`config.mk`:
```
export PLATFORM = sky130hd
export DESIGN_NAME = j1_boot_ctrl_flat
export DESIGN_NICKNAME = d
export VERILOG_FILES = /design/src/rtl/j1_boot_ctrl_if.sv /design/src/rtl/j1_boot_ctrl.sv /design/src/flat_wrapper.sv
export SDC_FILE = /design/constraint.sdc
export NUM_CORES = 1
export LEC_CHECK = 0
export BUFFER_PORTS_ARGS = -buffer_cell sky130_fd_sc_hd__buf_2
export CORE_MARGIN = 4
export CORE_UTILIZATION = 58
export CTS_CLUSTER_DIAMETER = 120
export DETAILED_ROUTE_END_ITERATION = 7
export GPL_TIMING_DRIVEN = 0
export PLACE_DENSITY_LB_ADDON = 0.3
export SYNTH_ARGS = -nofsm -noshare
export SYNTH_HDL_FRONTEND = slang
export SYNTH_SLANG_ARGS = --single-unit
```
`constraint.sdc`:
```
create_clock -name sys_clk_i -period 3.46 [get_ports sys_clk_i]
set_input_delay 0.519 -clock sys_clk_i [delete_from_list [all_inputs] [get_ports sys_clk_i]]
set_output_delay 0.519 -clock sys_clk_i [all_outputs]
set_load 0.005 [all_outputs]
```
`src/rtl/j1_boot_ctrl_if.sv`:
```
// rtl/j1_boot_ctrl_if.sv - byte stream, program RAM write and response port bundle for j1_boot_ctrl
//
// Signals:
//   rx_data_i  [7:0]  received byte, qualified by rx_valid_i
//   rx_valid_i        one-cycle strobe per received byte
//   ram_addr_o [12:0] program RAM write word address
//   ram_data_o [15:0] program RAM write data
//   ram_we_o          one-cycle program RAM write strobe
//   tx_data_o  [7:0]  response byte
//   tx_valid_o        response valid, held until tx_ready_i
//   tx_ready_i        response accepted
// Modports:
//   slave  - the boot controller (consumes rx, produces RAM writes and response)
//   master - the host/system side
interface j1_boot_ctrl_if;
  logic [7:0]  rx_data_i;
  logic        rx_valid_i;
  logic [12:0] ram_addr_o;
  logic [15:0] ram_data_o;
  logic        ram_we_o;
  logic [7:0]  tx_data_o;
  logic        tx_valid_o;
  logic        tx_ready_i;

  modport slave (
    input  rx_data_i, rx_valid_i, tx_ready_i,
    output ram_addr_o, ram_data_o, ram_we_o, tx_data_o, tx_valid_o
  );

  modport master (
    output rx_data_i, rx_valid_i, tx_ready_i,
    input  ram_addr_o, ram_data_o, ram_we_o, tx_data_o, tx_valid_o
  );
endinterface

```
`src/rtl/j1_boot_ctrl.sv`:
```
// rtl/j1_boot_ctrl.sv - serial program loader and reset sequencer for the J1 core
//
// Receives a frame A5, LEN_H, LEN_L, LEN x {hi, lo} [, CSUM], writes the words
// into program RAM from address 0, answers with one byte ('K' ok, 'E' bad
// length/checksum, 'T' inter-byte timeout) and releases the core after 'K'.
//
// Optional feature macro: J1_BOOT_CHECKSUM_EN (adds the trailing CSUM byte,
// XOR of LEN_H, LEN_L and all data bytes).
//
// Ports:
//   sys_clk_i    single clock
//   sys_rst_n_i  asynchronous active-low reset
//   bus          j1_boot_ctrl_if.slave: rx byte stream, RAM write port, response
//   boot_req_i   reload request, honoured only while running
//   cpu_rst_o    active-high core reset, low only in RUN
//   busy_o       high whenever not in RUN
//   err_o        sticky error, set by 'E'/'T', cleared by 'K'
module j1_boot_ctrl #(
  parameter int DEPTH       = 8192,
  parameter int TIMEOUT_CYC = 1000000
) (
  input  logic          sys_clk_i,
  input  logic          sys_rst_n_i,
  j1_boot_ctrl_if.slave bus,
  input  logic          boot_req_i,
  output logic          cpu_rst_o,
  output logic          busy_o,
  output logic          err_o
);

  // Timer only needs to reach TIMEOUT_CYC-1 before the expiry decision.
  localparam int          TW        = (TIMEOUT_CYC > 1) ? $clog2(TIMEOUT_CYC) : 1;
  localparam logic [31:0] DEPTH_U   = DEPTH;
  localparam logic [7:0]  SYNC_BYTE = 8'hA5;
  localparam logic [7:0]  RESP_K    = 8'h4B;
  localparam logic [7:0]  RESP_E    = 8'h45;
  localparam logic [7:0]  RESP_T    = 8'h54;

  typedef enum logic [2:0] {
    ST_SYNC,
    ST_LEN_H,
    ST_LEN_L,
    ST_DATA_H,
    ST_DATA_L,
`ifdef J1_BOOT_CHECKSUM_EN
    ST_CSUM,
`endif
    ST_RESP,
    ST_RUN
  } state_t;

  state_t        state, state_n;
  logic [7:0]    len_hi;
  logic [15:0]   len;
  logic [7:0]    hi_byte;
  logic [12:0]   word_idx;
  logic [TW-1:0] timer;
  logic          in_frame;
  logic          timeout_hit;
  logic          last_word;
  logic [15:0]   len_rx;
  logic          resp_fire;
  logic [7:0]    resp_code;
`ifdef J1_BOOT_CHECKSUM_EN
  logic [7:0]    csum;
`endif

  assign len_rx    = {len_hi, bus.rx_data_i};
  assign last_word = ({3'd0, word_idx} == (len - 16'd1));

  assign in_frame = (state == ST_LEN_H) || (state == ST_LEN_L) ||
                    (state == ST_DATA_H) || (state == ST_DATA_L)
`ifdef J1_BOOT_CHECKSUM_EN
                    || (state == ST_CSUM)
`endif
                    ;

  // A byte arriving on the expiry cycle wins, hence the !rx_valid_i term.
  assign timeout_hit = in_frame && !bus.rx_valid_i && (timer == TW'(TIMEOUT_CYC - 1));

  assign cpu_rst_o      = (state != ST_RUN);
  assign busy_o         = (state != ST_RUN);
  assign bus.tx_valid_o = (state == ST_RESP);

  always_ff @(posedge sys_clk_i or negedge sys_rst_n_i) begin
    if (!sys_rst_n_i) state <= ST_SYNC;
    else              state <= state_n;
  end

  always_comb begin
    state_n   = state;
    resp_fire = 1'b0;
    resp_code = RESP_K;
    case (state)
      ST_SYNC:   if (bus.rx_valid_i && bus.rx_data_i == SYNC_BYTE) state_n = ST_LEN_H;
      ST_LEN_H:  if (bus.rx_valid_i) state_n = ST_LEN_L;
      ST_LEN_L:
        if (bus.rx_valid_i) begin
          if (len_rx == 16'd0 || {16'd0, len_rx} > DEPTH_U) begin
            state_n   = ST_RESP;
            resp_fire = 1'b1;
            resp_code = RESP_E;
          end else begin
            state_n = ST_DATA_H;
          end
        end
      ST_DATA_H: if (bus.rx_valid_i) state_n = ST_DATA_L;
      ST_DATA_L:
        if (bus.rx_valid_i) begin
          if (last_word) begin
`ifdef J1_BOOT_CHECKSUM_EN
            state_n   = ST_CSUM;
`else
            state_n   = ST_RESP;
            resp_fire = 1'b1;
            resp_code = RESP_K;
`endif
          end else begin
            state_n = ST_DATA_H;
          end
        end
`ifdef J1_BOOT_CHECKSUM_EN
      ST_CSUM:
        if (bus.rx_valid_i) begin
          state_n   = ST_RESP;
          resp_fire = 1'b1;
          resp_code = (bus.rx_data_i == csum) ? RESP_K : RESP_E;
        end
`endif
      ST_RESP:   if (bus.tx_ready_i) state_n = (bus.tx_data_o == RESP_K) ? ST_RUN : ST_SYNC;
      ST_RUN:    if (boot_req_i) state_n = ST_SYNC;
      default:   state_n = ST_SYNC;
    endcase
    if (timeout_hit) begin
      state_n   = ST_RESP;
      resp_fire = 1'b1;
      resp_code = RESP_T;
    end
  end

  always_ff @(posedge sys_clk_i or negedge sys_rst_n_i) begin
    if (!sys_rst_n_i) begin
      timer          <= '0;
      len_hi         <= 8'd0;
      len            <= 16'd0;
      hi_byte        <= 8'd0;
      word_idx       <= 13'd0;
      bus.ram_we_o   <= 1'b0;
      bus.ram_addr_o <= 13'd0;
      bus.ram_data_o <= 16'd0;
      bus.tx_data_o  <= 8'd0;
      err_o          <= 1'b0;
    end else begin
      bus.ram_we_o <= 1'b0;

      if (!in_frame || bus.rx_valid_i || timeout_hit) timer <= '0;
      else                                            timer <= timer + 1'b1;

      if (bus.rx_valid_i) begin
        case (state)
          ST_LEN_H: len_hi <= bus.rx_data_i;
          ST_LEN_L: begin
            len      <= len_rx;
            word_idx <= 13'd0;
          end
          ST_DATA_H: hi_byte <= bus.rx_data_i;
          ST_DATA_L: begin
            bus.ram_we_o   <= 1'b1;
            bus.ram_addr_o <= word_idx;
            bus.ram_data_o <= {hi_byte, bus.rx_data_i};
            word_idx       <= word_idx + 13'd1;
          end
          default: ;
        endcase
      end

      if (resp_fire) begin
        bus.tx_data_o <= resp_code;
        err_o         <= (resp_code != RESP_K);
      end
    end
  end

`ifdef J1_BOOT_CHECKSUM_EN
  always_ff @(posedge sys_clk_i or negedge sys_rst_n_i) begin
    if (!sys_rst_n_i) begin
      csum <= 8'd0;
    end else if (state == ST_SYNC) begin
      csum <= 8'd0;
    end else if (bus.rx_valid_i && (state == ST_LEN_H || state == ST_LEN_L ||
                                    state == ST_DATA_H || state == ST_DATA_L)) begin
      csum <= csum ^ bus.rx_data_i;
    end
  end
`endif

endmodule

```
`src/flat_wrapper.sv`:
```
// flat-port wrapper written by rule: the top's interface ports become plain ports
module j1_boot_ctrl_flat 
#(
  parameter int DEPTH       = 8192,
  parameter int TIMEOUT_CYC = 1000000
)
  (sys_clk_i, sys_rst_n_i, boot_req_i, cpu_rst_o, busy_o, err_o, bus_rx_data_i, bus_rx_valid_i, bus_tx_ready_i, bus_ram_addr_o, bus_ram_data_o, bus_ram_we_o, bus_tx_data_o, bus_tx_valid_o);
  j1_boot_ctrl_if bus_i ();
  input  logic sys_clk_i;
  input  logic sys_rst_n_i;
  input  logic boot_req_i;
  output logic cpu_rst_o;
  output logic busy_o;
  output logic err_o;
  input wire logic [$bits(bus_i.rx_data_i)-1:0] bus_rx_data_i;
  input wire logic [$bits(bus_i.rx_valid_i)-1:0] bus_rx_valid_i;
  input wire logic [$bits(bus_i.tx_ready_i)-1:0] bus_tx_ready_i;
  output wire logic [$bits(bus_i.ram_addr_o)-1:0] bus_ram_addr_o;
  output wire logic [$bits(bus_i.ram_data_o)-1:0] bus_ram_data_o;
  output wire logic [$bits(bus_i.ram_we_o)-1:0] bus_ram_we_o;
  output wire logic [$bits(bus_i.tx_data_o)-1:0] bus_tx_data_o;
  output wire logic [$bits(bus_i.tx_valid_o)-1:0] bus_tx_valid_o;
  assign bus_i.rx_data_i = bus_rx_data_i;
  assign bus_i.rx_valid_i = bus_rx_valid_i;
  assign bus_i.tx_ready_i = bus_tx_ready_i;
  assign bus_ram_addr_o = bus_i.ram_addr_o;
  assign bus_ram_data_o = bus_i.ram_data_o;
  assign bus_ram_we_o = bus_i.ram_we_o;
  assign bus_tx_data_o = bus_i.tx_data_o;
  assign bus_tx_valid_o = bus_i.tx_valid_o;
  j1_boot_ctrl #(.DEPTH(DEPTH), .TIMEOUT_CYC(TIMEOUT_CYC)) u_core (.sys_clk_i(sys_clk_i), .sys_rst_n_i(sys_rst_n_i), .bus(bus_i), .boot_req_i(boot_req_i), .cpu_rst_o(cpu_rst_o), .busy_o(busy_o), .err_o(err_o));
endmodule
```
After elaboration in Yosys (flattened, before gate mapping) --
Index checks and enable logic that the tools add are counted.
Operators by class: add/sub/neg operators 3, multiply operators 0, divide/modulo/power cells 0, magnitude comparators 1, eq/ne operators 19, shift operators 0, multiplexer cells 26, bitwise logic cells 0, reduce and logical (&&, ||, !) cells 20
Operator list (number):
- $mux 3 | 11
- $pmux 13 s2 | 1
- $mux 8 | 3
- $pmux 3 s7 | 1
- $add 20x1->20 const B | 1
- $eq 20x20->1 const B | 1
- $mux 20 | 1
- $ne 3x2->1 const B | 6
- $eq 13x16->1 | 1
- $gt 16x14->1 const B | 1
- $logic_not 16->1 | 1
- $sub 16x1->16 const B | 1
- $add 13x1->13 const B | 1
- $reduce_and 2->1 | 5
- $eq 3x3->1 const B | 3
- $eq 8x7->1 const B | 1
- $eq 8x8->1 const B | 1
- $ne 8x7->1 const B | 1
- $mux 1 | 7
- $reduce_and 7->1 | 1
- $eq 3x2->1 const B | 2
- $logic_or 1x1->1 | 6
- $mux 4 | 1
- $eq 3x1->1 const B | 1
- other kinds (7) | 10
Word-level totals: register bits after elaboration 107, latch bits 0, memory bits (writable) 0, bits in read-only memories 0, output and inout port bits 42, memories kept 0

Depth between registers and ports, before layout --
word-level depth 8, mapped depth 8, gate-level depth less buffers 8

Worst setup path after synthesis --
OpenSTA, ideal clock, no wires.
path kind register -> register, start reg u_core.len[0], end reg u_core.bus.tx_data_o[2], arrival time 2515 ps, path slack 827 ps, stages on the path, launching flop included 9, period minus slack after synthesis 2633 ps, cell sequence dfrtp_1 inv_1 ha_1 xnor2_1 or4_1 a311o_1 a2111o_1 or4_4 a21o_1
Between the ends: word-level cells in the longest chain between the ends 6
Ends and longest elaborated chain:
- start, declared | line j1_boot_ctrl.sv:54 | logic [15:0] len;
- start signal, assigned | line j1_boot_ctrl.sv:163 | len <= len_rx;
- $sub 16x1->16 | line j1_boot_ctrl.sv:69 | assign last_word = ({3'd0, word_idx} == (len - 16'd1));
- $eq 13x16->1 | line j1_boot_ctrl.sv:69
- $mux 1 | line j1_boot_ctrl.sv:110 | if (last_word) begin
- $mux 1 | line j1_boot_ctrl.sv:109 | if (bus.rx_valid_i) begin
- $pmux 1 s2 | line j1_boot_ctrl.sv:94 | case (state)
- $mux 1 | line j1_boot_ctrl.sv:134 | if (timeout_hit) begin
- end signal, assigned | line j1_boot_ctrl.sv:178 | bus.tx_data_o <= resp_code;
- end, declared | line j1_boot_ctrl_if.sv:27 | output ram_addr_o, ram_data_o, ram_we_o, tx_data_o, tx_valid_o
Every way passes these cells. A chain may end at the register's enable or synchronous reset.

Worst setup path in the final report --
Ends and elaborated chain as after synthesis.

==> summary.txt <==
Finish
  • Area growth from synthesis to layout: 12.4%
  • Fin nets: 619
  • Final Util: 0.674
  • Share of cells above drive strength 1: 0.160
  • Ant. Diodes: 0

Placement
  • Placer congestion estimate: 0.824
  • Port buffer count: 52
  • Pre-CTS WS: 0.670 ns
  • DPL Wire Length: 7730 um

Timing
  • Crit path time final: 2.81 ns
  • Clock Skew: 0.0152 ns
  • Final setup TNS: 0 ns
  • Final setup violation count: 0
  • Fin. max-slew vios: 0
  • FMAX: 356 MHz
  • RSZ-0062 raised after global routing: no
  • Worst slew pin tran: 0.623 ns
  • Fin. Hold Viols: 0
  • Setup ws final: 0.650 ns
  • Fin crit share: 0.812
  • Slew margin rel.: 0.583
  • Fin Hold WS: 0.0518 ns

Setup path
  • Worst-path maximum fanout: 4
  • Worst setup SP type: register
  • Req. time, crit path: 3.75 ns
  • Critical Path End Type: register
  • Worst setup path class: register to register
  • Critical Path AT: 3.10 ns

GRT
  • Initial antenna violation count: 0
  • Number of global-route vias before repair: 3961
  • GRT busiest layer: met2
  • All-Layer GR Usage: 0.234
  • Largest net degree at the start of global routing: 76
  • Met3 Resource Use GR: 0.0567
  • GRT met2 Usage: 0.385
  • Remaining global-route overflow: 0
  • Global-route wire length before repair: 18800 um
  • Met1 usage: 0.309

Synth
  • Number of synthesized flops with an enable pin: 0
  • Synth async-reset ratio: 1.00
  • Synth unique cells: 51
  • Top_reg_cell synth: dfrtp_1
  • YS warnings: 0
  • Register area share after synthesis: 0.518
  • Cell Area, Synth: 0.00498 mm2
  • Cells after synthesis: 538
  • Syn avg cell area: 9.25 um2
  • Yosys reg bits: 103

Die
  • Io pins: 55
  • FP Rows: 33
  • Core Box Area: 0.00830 mm2
  • Vert. Die Dim: 101 um
  • Die W: 101 um
  • Initial Util: 0.600
  • Die ar.: 0.0101 mm2

Power and ir drop
  • Power per cell area: 665 mW/mm2
  • Worst vdd ir: 0.000422 V
  • Total power: 3.72 mW
  • Leakage power total: 2.70 nW

Clock tree
  • CTS max path bufs: 2
  • CTS tree: done
  • CTS H-tree depth: 3
  • # hold bufs at CTS: 0
  • Clock Latency Late Sink: 0.38 ns
  • PostCTS Resize Cnt: 0
  • Clock slew at reported path FFs: 0.11 ns
  • Post-CTS setup buffers: 0
  • Root Buffer: clkbuf_8
  • Num CTS Buffers: 9
  • Clock sink total: 103

Worst hold path
  • Hold Path Class: primary input to async pin

Detailed routing
  • Routed vias/inst: 5.62
  • Iteration count of the initial detailed-routing pass: 7
  • ANT nets after route: 0
  • DRT iter0 DRCs: 310
  • Vias: 4004
  • Remaining DRCs: 0
  • Final wirelength: 10900 um
  • Drt wl/cell: 15.3 um

Status
  • Outcome: finished clean

Flow run
  • Max Cap Violations: 0
## cell families (layout without fill, tap and decap cells)
family / Yosys count / count (layout) / synth area share
simple gates: 294 / 294 / 0.271
flops: 103 / 103 / 0.518
compound gates: 47 / 47 / 0.0618
buf+inv: 34 / 103 / 0.0297
xor+xnor: 33 / 33 / 0.0611
mux: 23 / 23 / 0.0503
fa+ha+maj: 3 / 3 / 0.00754
other cells: 1 / 2 / 0.000753
## where the power goes
group	switching, mW	total (mW)	internal [mW]
clock network	0.437	0.729	0.291
logic	0.675	1.23	0.559
registers	0.248	1.76	1.51
## Yosys cell counts (2+ instances only)
cell       count  area (um2)
ha_1           3        37.5
or3_1          2        12.5
o22ai_1        2        12.5
nand2b_1      11        68.8
nor4_1         8        50.1
nor3_1        14        70.1
a21o_1         4        30.0
a311oi_1       2        17.5
nand2_1      155         582
inv_1          7        26.3
and2_1         2        12.5
mux2_2        16         180
buf_4          5        37.5
clkbuf_1      16        60.1
nor3b_1        2        15.0
dfrtp_1      103        2580
a31oi_1        2        12.5
nand3b_1       3        22.5
xnor2_1       17         149
nor2_1        37         139
a21oi_1        8        40.0
nand3_1       24         120
o21a_1         2        15.0
and3_1         5        31.3
buf_1          4        15.0
mux2i_1        7        70.1
o21ai_0       15        75.1
and4_1         2        17.5
or2_2          2        12.5
nand4_1        8        50.1
nor2b_1        7        43.8
a2111oi_0      2        17.5
or4_1          6        45.0
nor4b_1        2        17.5
o21bai_1       2        15.0
xor2_1        15         131
a32oi_1        2        17.5
## per-stage QoR
step,instances,area (um2)
3_5_place_dp,697,5400
5_1_grt,713,5600
3_3_place_gp,696,5370
2_1_floorplan,539,4980
4_1_cts,713,5600
6_report,713,5600
## metal layers
| metal | vias up | share of wire |
|---|---|---|
| li1 | 1943 | - |
| met1 | 1917 | 0.44 |
| met2 | 126 | 0.48 |
| met5 | - | 0 |
| met3 | 18 | 0.061 |
| met4 | 0 | 0.017 |
## final timing paths
| path | start | endpoint | slack (ns) | cells after the start |
|---|---|---|---|---|
| max reg2reg | u_core.len[0]$_DFFE_PN0P_ | u_core.bus.tx_data_o[2]$_DFFE_PN0P_ | 0.65 | 8 |
| min reg2reg | u_core.hi_byte[2]$_DFFE_PN0P_ | u_core.bus.ram_data_o[10]$_DFFE_PN0P_ | 0.48 | 2 |
| max in group asynchronous | sys_rst_n_i | u_core.word_idx[12]$_DFFE_PN0P_ | 2.73 | 2 |
| max | u_core.len[0]$_DFFE_PN0P_ | u_core.bus.tx_data_o[2]$_DFFE_PN0P_ | 0.65 | 8 |
| min | sys_rst_n_i | u_core.bus.tx_data_o[6]$_DFFE_PN0P_ | 0.05 | 1 |
| min in group sys_clk_i | bus_rx_data_i[4] | u_core.len[4]$_DFFE_PN0P_ | 0.40 | 3 |
## final cells by class
cell class	instances	area, um2
fill	688	2700
sequential	103	2580
multi-input combinational	402	2260
timing repair buffer	53	290
clock buffer	10	138
tap	105	131
buffer	26	118
clock inverter	6	53.8
inverter	8	30.0
## placed cells by master (no fill, tap or decap), types with 6 or more instances in the layout
cell,count
nand3_1,24
nand2_1,155
clkbuf_8,10
mux2_2,16
nor2b_1,7
nor2_1,37
buf_2,52
nor3_1,14
o21ai_0,15
a21oi_1,8
xnor2_1,17
mux2i_1,7
buf_4,6
or4_1,6
inv_1,7
nand4_1,8
dfrtp_1,103
nand2b_1,11
xor2_1,15
nor4_1,8
clkbuf_1,16
## worst max-delay path: stages, from the launching register on
cell and delay, ns:
dfrtp_1 0.41, inv_1 0.08, ha_1 0.31, xnor2_1 0.13, or4_1 0.40, a311o_1 0.28, a2111o_1 0.41, or4_4 0.53
a21o_1 0.19
## state kept, by name (all words and copies together) (netlist names)
signal,cells
u_core.bus.tx_data_o,5
u_core.hi_byte,8
u_core.bus.ram_addr_o,13
u_core.bus.ram_we_o,1
u_core.len,16
u_core.state,3
u_core.bus.ram_data_o,16
u_core.word_idx,13
u_core.len_hi,8
u_core.timer,20
No activity file was read; power rests on OpenSTA's default activity.
